File: src/rtl/mux16_bus_arbiter.sv
// Round-robin arbiter that shares one WIDTH-bit output bus between N_REQ requesters.
// Each transfer is latched, handed over with valid/ready, then acknowledged by a one-cycle done pulse.

module mux16_bus_arbiter_lane #(
  parameter int WIDTH = 16
) (
  input  logic             en_i,
  input  logic [WIDTH-1:0] d_i,
  output logic [WIDTH-1:0] q_o
);
  assign q_o = en_i ? d_i : '0;
endmodule

module mux16_bus_arbiter #(
  parameter int WIDTH = 16,
  parameter int N_REQ = 4
) (
  input  logic                   clock,
  input  logic                   reset,
  input  logic [N_REQ-1:0]       req,
  input  logic [N_REQ*WIDTH-1:0] data_in,
  input  logic                   out_ready,
  output logic [WIDTH-1:0]       out_data,
  output logic                   out_valid,
  output logic [N_REQ-1:0]       grant,
  output logic [1:0]             sel,
  output logic [N_REQ-1:0]       done,
  output logic [15:0]            xfer_count
);
  localparam int SEL_W = 2;

  typedef enum logic [1:0] {IDLE, BUSY, DONE} state_t;

  state_t                  state_q, state_d;
  logic [WIDTH-1:0]        data_q, data_d;
  logic                    valid_q, valid_d;
  logic [N_REQ-1:0]        grant_q, grant_d;
  logic [SEL_W-1:0]        sel_q, sel_d;
  logic [N_REQ-1:0]        done_q, done_d;
  logic [SEL_W-1:0]        last_q, last_d;
  logic [15:0]             xfer_cnt_q, xfer_cnt_d;

  logic [SEL_W-1:0]        win;
  logic [SEL_W-1:0]        cand;
  logic                    found;
  logic [N_REQ-1:0][WIDTH-1:0] lane_in, lane_out;
  logic [WIDTH-1:0]        win_data;

  assign lane_in = data_in;

  // Search starts one past the previous winner, so the last owner ends up lowest priority.
  always_comb begin
    win   = '0;
    cand  = '0;
    found = 1'b0;
    for (int k = 1; k <= N_REQ; k++) begin
      cand = last_q + SEL_W'(k);
      if (!found && req[cand]) begin
        win   = cand;
        found = 1'b1;
      end
    end
  end

  // AND-OR mux tree: each lane gates its word with the decoded winner.
  for (genvar i = 0; i < N_REQ; i++) begin : g_lane
    mux16_bus_arbiter_lane #(.WIDTH(WIDTH)) u_lane (
      .en_i (win == SEL_W'(i)),
      .d_i  (lane_in[i]),
      .q_o  (lane_out[i])
    );
  end

  always_comb begin
    win_data = '0;
    for (int i = 0; i < N_REQ; i++) win_data = win_data | lane_out[i];
  end

  always_comb begin
    state_d    = state_q;
    data_d     = data_q;
    valid_d    = valid_q;
    grant_d    = grant_q;
    sel_d      = sel_q;
    done_d     = '0;
    last_d     = last_q;
    xfer_cnt_d = xfer_cnt_q;
    case (state_q)
      IDLE: begin
        if (found) begin
          state_d      = BUSY;
          grant_d      = '0;
          grant_d[win] = 1'b1;
          sel_d        = win;
          data_d       = win_data;
          valid_d      = 1'b1;
        end
      end
      BUSY: begin
        // Owner dropping req here is ignored; the latched word still completes.
        if (out_ready) begin
          state_d    = DONE;
          valid_d    = 1'b0;
          grant_d    = '0;
          done_d     = grant_q;
          last_d     = sel_q;
          xfer_cnt_d = xfer_cnt_q + 16'd1;
        end
      end
      DONE: state_d = IDLE;
      default: state_d = IDLE;
    endcase
  end

  always_ff @(posedge clock) begin
    if (reset) begin
      state_q    <= IDLE;
      data_q     <= '0;
      valid_q    <= 1'b0;
      grant_q    <= '0;
      sel_q      <= '0;
      done_q     <= '0;
      last_q     <= SEL_W'(N_REQ - 1);
      xfer_cnt_q <= '0;
    end else begin
      state_q    <= state_d;
      data_q     <= data_d;
      valid_q    <= valid_d;
      grant_q    <= grant_d;
      sel_q      <= sel_d;
      done_q     <= done_d;
      last_q     <= last_d;
      xfer_cnt_q <= xfer_cnt_d;
    end
  end

  assign out_data   = data_q;
  assign out_valid  = valid_q;
  assign grant      = grant_q;
  assign sel        = sel_q;
  assign done       = done_q;
  assign xfer_count = xfer_cnt_q;
endmodule
File: config.mk
export PLATFORM = sky130hd
export DESIGN_NAME = mux16_bus_arbiter
export DESIGN_NICKNAME = d
export VERILOG_FILES = /design/src/rtl/mux16_bus_arbiter.sv
export SDC_FILE = /design/constraint.sdc
export NUM_CORES = 1
export LEC_CHECK = 0
export CORE_MARGIN = 2
export CORE_UTILIZATION = 43
export CTS_BUF_LIST = sky130_fd_sc_hd__clkbuf_8
export DETAILED_ROUTE_END_ITERATION = 8
export PLACE_DENSITY = 0.82
export SYNTH_ARGS = -nofsm -noshare
export SYNTH_HDL_FRONTEND = slang
export SYNTH_SLANG_ARGS = --single-unit
File: constraint.sdc
create_clock -name clock -period 2 [get_ports clock]
set_input_delay 0.3 -clock clock [delete_from_list [all_inputs] [get_ports clock]]
set_output_delay 0.3 -clock clock [all_outputs]
set_load 0.02 [all_outputs]
==> summary.txt, run 1 <==
Die Y - 80.6 um
Mapped Area - 2520 sq um
Seq pwr share - 40.7%
Ant. Diodes - 0
DR vias - 2,410
FF-to-FF path depth - 5
Tmin final - 1.83 ns
FF-to-FF Start - state_q[0]
Root buf cell - clkbuf_8
H-tree depth - 2
DRC violations left - 0
Status - finished clean
Starting DRC count in detailed routing - 116
Hold Path Stages - 2
Critical path capture point type - register
First-pass GRT wire length - 11.7 mm
Post-synth EDFFs - 0
Max stage delay on crit path - 0.49 ns
Comb pwr share - 31.3%
Final RePlAce weighted congestion - 0.855
Cells after synthesis - 252
Post-Syn Nets - 324
Most frequent cell after synthesis - dfxtp_1
Setup repair after global routing missed its margin - no
Post-layout worst setup margin - 0.169 ns
CTS sink count - 47
Crit-path slowest cell - clkdlybuf4s50_1
HP Start - sel[1]
Worst hold margin - 0.484 ns
CP Launch Type - input pin
Ports - 114
Arrival time at the worst endpoint - 2.02 ns
Post-CTS Setup Bufs - 0
Clock share of power - 28.0%
CP dominant cell by count - buf_4
Final Non-Filler Cells - 455
Hold path endpoint - sel[1]
Synthesis-to-layout area growth - 58.9%
Max Fclk - 546 MHz
Die area - 6490 sq um
Width of the die - 80.6 um
Layout cells sized above 1 - 17.0%
CTS tree - built
Chain of cells forming the critical path - clkdlybuf4s50_1, buf_4, nor2b_2, nand2_2, buf_4, and3_1, a221oi_2, a211oi_2
Worst Skew - 0.00714 ns
CP Class - in -> reg
GRT overflow - 0
Worst-margin pin slew - 0.321 ns
Wire per inst - 15.5 um
Count of cell types in the netlist - 48
Post-Syn Area per Cell - 10.0 sq um
Sequential area share after synthesis - 37.3%
Largest net degree at the start of global routing - 32
Sw Share - 29.6%
First-pass DRT Iterations - 4
Cell accounting for the most synthesized area - dfxtp_1
Main synth FF type - dfxtp_1
Dpl cells - 446
CP Buf/Inv Count - 3
Area of the core - 5570 sq um
Antenna-violating nets left - 0
Worst Path Required - 2.19 ns
Starting Density - 45.3%
DP HPWL - 5.34 mm
Worst hold path class - reg -> reg
Vias in the first global route - 2,438
Maximum VDD drop - 0.000353 V
Reg clk slew, reported paths - 0.10 ns
Clk_lat worst skew - 0.30 ns
Max-slew violations - 0
Maximum root-to-sink buffer count - 2
Ys async rst share - 0%
Area contributors post-synth - dfxtp_1, a221oi_2, mux2i_1, a211oi_2, o21bai_1
CP max FO - 9
CTS hold repair buffers - 0
Routed Wire Length - 7.06 mm
Crit-path leading delay family - buffers and inverters
#FFs+latches synth - 47
Final setup fails - 0
Gates resized, CTS repair - 0
Most frequent cells after synthesis - dfxtp_1, and3_1, nor2_1
# port buffers - 113
Final period util - 91.5%
Num rows - 27
Total track usage - 22.9%
Max_cap viols - 0
RR Endpoint - xfer_count[10]
Post-Place Worst Slack - -0.223 ns
Final nets - 454
Slew headroom - 78.1%
Final Hold Viols - 0
Via density - 5.30
Lkg Pwr - 1.53 nW
Reg2Reg Setup Slack - 0.32 ns
Warnings from Yosys - 0
Pwr/cell area - 642 nW/um^2
P_sw - 0.761 mW
Number of buffers created by CTS - 5
Internal power - 1.81 mW
Synth top area share - 37.3%
Crit path from - req[0]
Initial antenna violation count - 0
## registers in the layout (all words and copies together), names as in the netlist
name,flops
xfer_count,16
out_data,16
out_valid,1
done,4
grant,4
sel,2
state_q,2
last_q,2
## logic make-up (layout without fill, tap and decap cells)
| kind of cell | Yosys count | in the layout | synth area share [%] |
|---|---|---|---|
| buffers and inverters | 17 | 148 | 4.32 |
| adders and majority gates | 1 | 1 | 0.496 |
| muxes | 16 | 16 | 6.35 |
| DFF | 47 | 47 | 37.3 |
| xor gates and xnor gates | 12 | 12 | 4.17 |
| AOI/OAI and AO/OA | 71 | 71 | 26.8 |
| and+or+nand+nor | 88 | 88 | 20.5 |
## placed cells by master (no fill, tap or decap), types with 2 or more instances in the layout
master / count
nand3_4: 2
clkbuf_8: 5
a221oi_2: 11
nor2_1: 18
nand2b_1: 2
nor2b_1: 2
a221oi_1: 5
inv_1: 2
buf_12: 5
nand4_1: 3
a211oi_1: 6
xnor2_1: 5
a21oi_1: 8
nand2_1: 12
and2_1: 5
or3_1: 4
a32oi_1: 2
buf_4: 20
nand3b_1: 2
nor3_1: 2
o21bai_1: 16
dfxtp_1: 47
xor2_1: 7
and3_1: 19
nand3_1: 8
a211oi_2: 11
o21ai_0: 3
nor4_2: 2
clkdlybuf4s50_1: 113
mux2i_1: 16
## layer usage
| layer | GRT usage (%) | part of all wire, % | vias to the layer above |
|---|---|---|---|
| met5 | 0 | 0 | - |
| met2 | 38.5 | 48 | 76 |
| met1 | 29.3 | 45 | 1113 |
| li1 | - | - | 1211 |
| met3 | 4.83 | 5.6 | 10 |
| met4 | 7.12 | 1.8 | 0 |
## worst min-delay path: stages, from the launching register on
cell	delay, ns
dfxtp_1	0.33
nand2_1	0.06
a21oi_1	0.05
## power by group through the flow
stage	logic, mW	registers, mW	clock network [mW]
2_1_floorplan	0.341	1.14	0
3_3_place_gp	0.779	1.07	0
3_5_place_dp	0.793	1.07	0
4_1_cts	0.798	1.05	0.731
5_1_grt	0.863	1.06	0.770
6_report	0.807	1.05	0.721
## how the worst max path moves through the flow
stage                                 to  slack (ns)  depth (start not counted)
final                        out_data[6]        0.17                          8
after floorplan           xfer_count[14]        0.44                          5
after global routing        out_data[14]        0.06                          8
after CTS                    out_data[0]         0.1                          6
after global placement      out_data[13]       -0.15                          6
after detailed placement     out_data[0]       -0.22                          6
## final cells by class
cell class                      count  area (sq um)
Multi-Input combinational cell    188          1470
Clock buffer                        5          68.8
Tap cell                           72          90.1
Timing Repair Buffer              138          1380
Inverter                            2          7.51
Clock inverter                      3          47.5
Fill cell                         459          1570
Sequential cell                    47           941
## per-stage QoR
step	setup TNS (ns)	power, mW	util [%]	instance area, sq um
after floorplan	0	1.48	-	2520
after global placement	-2.57	1.85	69.5	3870
after detailed placement	-3.67	1.86	69.5	3870
after CTS	0	2.58	71.6	3990
after global routing	0	2.69	71.9	4010
final	0	2.58	71.9	4010
No activity file was read; power rests on OpenSTA's default activity.
==> run 2: changes to the inputs <==
--- a/config.mk
+++ b/config.mk
@@ -6,10 +6,11 @@
 export NUM_CORES = 1
 export LEC_CHECK = 0
 export CORE_MARGIN = 2
-export CORE_UTILIZATION = 43
+export CORE_UTILIZATION = 39
 export CTS_BUF_LIST = sky130_fd_sc_hd__clkbuf_8
+export CTS_CLUSTER_DIAMETER = 50
 export DETAILED_ROUTE_END_ITERATION = 8
-export PLACE_DENSITY = 0.82
+export PLACE_DENSITY = 0.76
 export SYNTH_ARGS = -nofsm -noshare
 export SYNTH_HDL_FRONTEND = slang
 export SYNTH_SLANG_ARGS = --single-unit
==> run 2 against run 1 <==
  * Routed wire length increased by 1.5%
  * Critical path type unchanged
  * First-iteration DRC count increased by 37%
  * Hold slack got worse by 0.021 ns
  * Via count decreased by 0.37%
  * Global-route usage decreased by 2.8 points
  * Critical endpoint is now out_data[2]
  * Critical path depth decreased by 3
  * Die area increased by 9.7%
==> summary.txt, run 2 (synthesis gave the netlist of run 1 again) <==
Pwr/cell area - 642 nW/um^2 (about the same)
DRC violations left - 0 (unchanged)
Hold path endpoint - out_valid (was sel[1])
Setup repair after global routing missed its margin - no (unchanged)
Vias in the first global route - 2,388 (was 2,438)
Total track usage - 20.1% (was 22.9%)
CTS hold repair buffers - 0 (unchanged)
Gates resized, CTS repair - 0 (unchanged)
Post-CTS Setup Bufs - 0 (unchanged)
Layout cells sized above 1 - 15.4% (was 17.0%)
CTS sink count - 47 (unchanged)
Tmin final - 1.91 ns (was 1.83 ns)
Total power - 2.55 mW (was 2.58 mW)
Final nets - 447 (was 454)
Crit path from - req[0] (unchanged)
# port buffers - 113 (unchanged)
Routed Wire Length - 7.17 mm (was 7.06 mm)
Maximum root-to-sink buffer count - 2 (unchanged)
Worst Path Required - 2.15 ns (was 2.19 ns)
H-tree depth - 2 (unchanged)
GRT overflow - 0 (unchanged)
Design Area, Final - 3980 sq um (was 4010 sq um)
Final RePlAce weighted congestion - 0.768 (was 0.855)
Starting DRC count in detailed routing - 159 (was 116)
Lkg Pwr - 1.51 nW (was 1.53 nW)
Ports - 114 (unchanged)
Starting Density - 40.0% (was 45.3%)
Wire per inst - 15.8 um (was 15.5 um)
Final Hold Viols - 0 (unchanged)
First-pass GRT wire length - 11.7 mm (about the same)
Ant. Diodes - 0 (unchanged)
First-pass DRT Iterations - 4 (unchanged)
Die area - 7130 sq um (was 6490 sq um)
Area of the multi-input gates - 1470 sq um (unchanged)
Max Fclk - 524 MHz (was 546 MHz)
CTS tree - built (unchanged)
Dpl cells - 445 (was 446)
Maximum VDD drop - 0.000391 V (was 0.000353 V)
Max_cap viols - 0 (unchanged)
Num rows - 29 (was 27)
Initial antenna violation count - 0 (unchanged)
DP HPWL - 5.15 mm (was 5.34 mm)
Worst hold path class - reg -> reg (unchanged)
CP max FO - 18 (was 9)
Final period util - 95.4% (was 91.5%)
Die Y - 84.4 um (was 80.6 um)
Via density - 5.30 (about the same)
Root buf cell - clkbuf_8 (unchanged)
Hold Path Stages - 2 (unchanged)
Final Non-Filler Cells - 453 (was 455)
Width of the die - 84.4 um (was 80.6 um)
Reg2Reg Setup Slack - 0.28 ns (was 0.32 ns)
Slew headroom - 54.2% (was 78.1%)
Commonest cells after routing, fill and taps aside - clkdlybuf4s50_1, dfxtp_1, and3_1, nor2_1 (was clkdlybuf4s50_1, dfxtp_1, buf_4, and3_1, nor2_1)
FF-to-FF Start - last_q[1] (was state_q[0])
Fill count - 552 (was 459)
Area of the core - 6310 sq um (was 5570 sq um)
Status - finished clean (unchanged)
Max-slew violations - 0 (unchanged)
Reg clk slew, reported paths - 0.09 ns (was 0.10 ns)
Util after Layout - 63.0% (was 71.9%)
Largest net degree at the start of global routing - 44 (was 32)
Commonest non-fill, non-tap cell in the layout - clkdlybuf4s50_1 (unchanged)
Worst-margin pin slew - 0.686 ns (was 0.321 ns)
Number of buffers created by CTS - 5 (unchanged)
Clk_lat worst skew - 0.30 ns (about the same)
Arrival time at the worst endpoint - 2.06 ns (was 2.02 ns)
HP Start - out_valid (was sel[1])
Placed cell area - 3860 sq um (was 3870 sq um)
RR Endpoint - out_data[2] (was xfer_count[10])
Final setup fails - 0 (unchanged)
Critical path capture point type - register (unchanged)
CP Class - in -> reg (unchanged)
Sequential cell area - 941 sq um (unchanged)
FF-to-FF path depth - 6 (was 5)
CP Launch Type - input pin (unchanged)
Synthesis-to-layout area growth - 57.6% (was 58.9%)
DR vias - 2,401 (was 2,410)
Antenna-violating nets left - 0 (unchanged)
Worst Skew - 0.00450 ns (was 0.00714 ns)
run 2: cell types whose count changed in the layout (fill, tap and decap cells not counted), sizes merged:
cell	change
buf	-7
run 2: how the worst max path moves through the flow:
stage | depth (start not counted) | end | slack (ns)
after floorplan | 5 | xfer_count[14] | 0.44
after global placement | 5 | out_data[0] | -0.18
after detailed placement | 5 | out_data[2] | -0.23
after CTS | 5 | out_data[8] | 0.09
after global routing | 5 | out_data[2] | 0.007
final | 5 | out_data[2] | 0.09
run 2: stage by stage:
step                TNS (ns)  worst slack (ns)  hold slack (ns)
floorplan                  0             0.439            0.392
global placement       -3.01            -0.178            0.450
detailed placement     -3.82            -0.230            0.456
CTS                        0            0.0911            0.470
global route               0           0.00741            0.507
finish                     0            0.0923            0.464
run 2: worst max-delay path: stages:
cell             delay, ns
clkdlybuf4s50_1       0.56
nor4_2                0.10
or3_1                 0.38
a21oi_4               0.56
a211oi_1              0.16
run 2: per-layer routing:
layer  track usage, %  part of all wire [%]  vias up
met5                0                     0        -
li1                 -                     -     1194
met3             4.42                   5.3        8
met1             26.9                    44     1124
met4             5.48                   1.5        0
met2             33.1                    50       75
run 2: power by group:
part / leakage (nW) / switching, mW / internal [mW]
logic: 1.06 / 0.370 / 0.414
registers: 0.385 / 0.0448 / 1.00
clock network: 0.0587 / 0.340 / 0.379
total: 1.51 / 0.755 / 1.80
run 2: final cells by class:
class / count / share of cell area, %
Inverter: 2 / 0.189
Clock buffer: 5 / 1.73
Tap cell: 77 / 2.42
Timing Repair Buffer: 131 / 33.7
Multi-Input combinational cell: 188 / 37.0
Clock inverter: 3 / 1.20
Sequential cell: 47 / 23.7
==> run 3: changes to the inputs <==
--- a/config.mk
+++ b/config.mk
@@ -11,6 +11,7 @@
 export CTS_CLUSTER_DIAMETER = 50
 export DETAILED_ROUTE_END_ITERATION = 8
 export PLACE_DENSITY = 0.76
+export SKIP_CTS_REPAIR_TIMING = 1
 export SYNTH_ARGS = -nofsm -noshare
 export SYNTH_HDL_FRONTEND = slang
 export SYNTH_SLANG_ARGS = --single-unit
==> constraint.sdc (replaced) <==
create_clock -name clock -period 2 [get_ports clock]
set_input_delay 0.4 -clock clock [delete_from_list [all_inputs] [get_ports clock]]
set_output_delay 0.4 -clock clock [all_outputs]
set_load 0.02 [all_outputs]
==> run 3 against run 2 <==
  * Sequential power barely moved
  * Setup slack got worse by 0.0067 ns
  * Sequential share of layout area decreased by 0.22 points
  * Largest cell class unchanged
  * Clock-buffer cell count rose by 1
==> summary.txt, run 3 (synthesis gave the netlist of run 1 again) <==
Maximum VDD drop - 0.000345 V (was 0.000391 V)
Maximum root-to-sink buffer count - 2 (unchanged)
Most used routing layer - met2 (unchanged)
H-tree depth - 2 (unchanged)
Ports - 114 (unchanged)
First-pass DRT Iterations - 4 (unchanged)
Met2 Use GR - 35.0% (was 33.1%)
Initial antenna violation count - 0 (unchanged)
Met1 Use GR - 26.9% (about the same)
DRC violations left - 0 (unchanged)
Dpl cells - 451 (was 445)
Arrival time at the worst endpoint - 2.10 ns (was 2.06 ns)
First-pass GRT wire length - 12.2 mm (was 11.7 mm)
Area of the core - 6310 sq um (unchanged)
Via density - 5.34 (was 5.30)
Worst hold margin - 0.464 ns (about the same)
Total track usage - 20.7% (was 20.1%)
Antenna-violating nets left - 0 (unchanged)
HP Start - out_valid (unchanged)
Starting Density - 40.0% (unchanged)
Synthesis-to-layout area growth - 59.1% (was 57.6%)
CP max FO - 9 (was 18)
Slew headroom - 68.3% (was 54.2%)
CP Class - in -> reg (unchanged)
Die Y - 84.4 um (unchanged)
Setup repair after global routing missed its margin - no (unchanged)
# port buffers - 113 (unchanged)
GRT met3 Usage - 4.72% (was 4.42%)
DP HPWL - 5.28 mm (was 5.15 mm)
Worst hold path class - reg -> reg (unchanged)
Final RePlAce weighted congestion - 0.799 (was 0.768)
Clk_lat worst skew - 0.30 ns (about the same)
Total power - 2.49 mW (was 2.55 mW)
Number of buffers created by CTS - 5 (unchanged)
CTS sink count - 47 (unchanged)
Final setup fails - 0 (unchanged)
Root buf cell - clkbuf_8 (unchanged)
Final Hold Viols - 0 (unchanged)
Ant. Diodes - 0 (unchanged)
GRT overflow - 0 (unchanged)
Die area - 7130 sq um (unchanged)
Reg clk slew, reported paths - 0.09 ns (about the same)
Critical path capture point type - register (unchanged)
Vias in the first global route - 2,438 (was 2,388)
Lkg Pwr - 1.54 nW (was 1.51 nW)
Width of the die - 84.4 um (unchanged)
Reg2Reg Setup Slack - 0.30 ns (was 0.28 ns)
CP Launch Type - input pin (unchanged)
Final period util - 95.7% (was 95.4%)
Largest net degree at the start of global routing - 44 (unchanged)
Tmin final - 1.91 ns (about the same)
Worst Path Required - 2.19 ns (was 2.15 ns)
Final Non-Filler Cells - 461 (was 453)
RR Endpoint - out_data[0] (was out_data[2])
Layout cells sized above 1 - 17.2% (was 15.4%)
Starting DRC count in detailed routing - 116 (was 159)
Max-slew violations - 0 (unchanged)
Routed Wire Length - 7.31 mm (was 7.17 mm)
Status - finished clean (unchanged)
DR vias - 2,460 (was 2,401)
Hold Path Stages - 2 (unchanged)
Wire per inst - 15.9 um (was 15.8 um)
Util after Layout - 63.6% (was 63.0%)
Commonest non-fill, non-tap cell in the layout - clkdlybuf4s50_1 (unchanged)
Num rows - 29 (unchanged)
Max Fclk - 522 MHz (was 524 MHz)
FF-to-FF path depth - 6 (unchanged)
Hold path endpoint - out_valid (unchanged)
Final nets - 455 (was 447)
FF-to-FF Start - last_q[1] (unchanged)
Commonest cells after routing, fill and taps aside - clkdlybuf4s50_1, dfxtp_1, buf_4, and3_1, nor2_1 (was clkdlybuf4s50_1, dfxtp_1, and3_1, nor2_1)
Pwr/cell area - 620 nW/um^2 (was 642 nW/um^2)
CTS tree - built (unchanged)
Worst Skew - 0.0106 ns (was 0.00450 ns)
Max_cap viols - 0 (unchanged)
Worst-margin pin slew - 0.472 ns (was 0.686 ns)
[run 3: cell count changes in the layout (fill, tap and decap cells not counted), sizes merged]
cell,before,now
dlymetal6s2s,0,1
clkbuf,5,6
buf,18,26
clkinvlp,0,1
inv,3,2
bufinv,1,0
clkdlybuf4s50,113,112
[run 3: stage by stage]
step | cell area [sq um] | setup WS (ns) | setup TNS, ns
after floorplan | 2520 | 0.386 | 0
after global placement | 3880 | -0.298 | -5.39
after detailed placement | 3880 | -0.345 | -6.33
after CTS | 3980 | -0.0258 | -0.143
after global routing | 4010 | 0.0220 | 0
final | 4010 | 0.0855 | 0
[run 3: worst max path at each step]
| stage | start | to | slack (ns) | cells past startpoint |
|---|---|---|---|---|
| CTS | req[3] | out_data[8] | -0.03 | 5 |
| global placement | req[0] | out_data[0] | -0.30 | 5 |
| global route | req[1] | out_data[2] | 0.02 | 7 |
| floorplan | req[0] | out_data[12] | 0.39 | 6 |
| detailed placement | req[0] | out_data[2] | -0.34 | 5 |
| finish | req[1] | out_data[0] | 0.09 | 7 |
[run 3: worst max-delay path: stages]
cell and delay [ns]:
clkdlybuf4s50_1 0.50, nor2b_4 0.19, o21bai_4 0.18, nand3_4 0.20, buf_4 0.23, a221oi_1 0.31, a211oi_1 0.08
[run 3: power by group]
| part | internal (mW) | switching (mW) | total [mW] |
|---|---|---|---|
| Sequential | 1.00 | 0.0456 | 1.05 |
| Clock | 0.283 | 0.337 | 0.620 |
| Combinational | 0.439 | 0.380 | 0.818 |
| Total | 1.72 | 0.763 | 2.49 |
[run 3: layer usage]
metal  part of all wire (%)  up-vias
li1                       -     1211
met1                     43     1151
met2                     49       91
met3                    6.5        7
met4                   0.96        0
met5                      0        -
[run 3: cell type report]
class / instances / area, sq um
fillers: 527 / 2300
multi-input cells: 188 / 1480
repair buffers: 139 / 1390
flip-flops and latches: 47 / 941
well taps: 77 / 96.3
clock buffers: 6 / 82.6
clock inverters: 2 / 16.3
inverters: 2 / 7.51
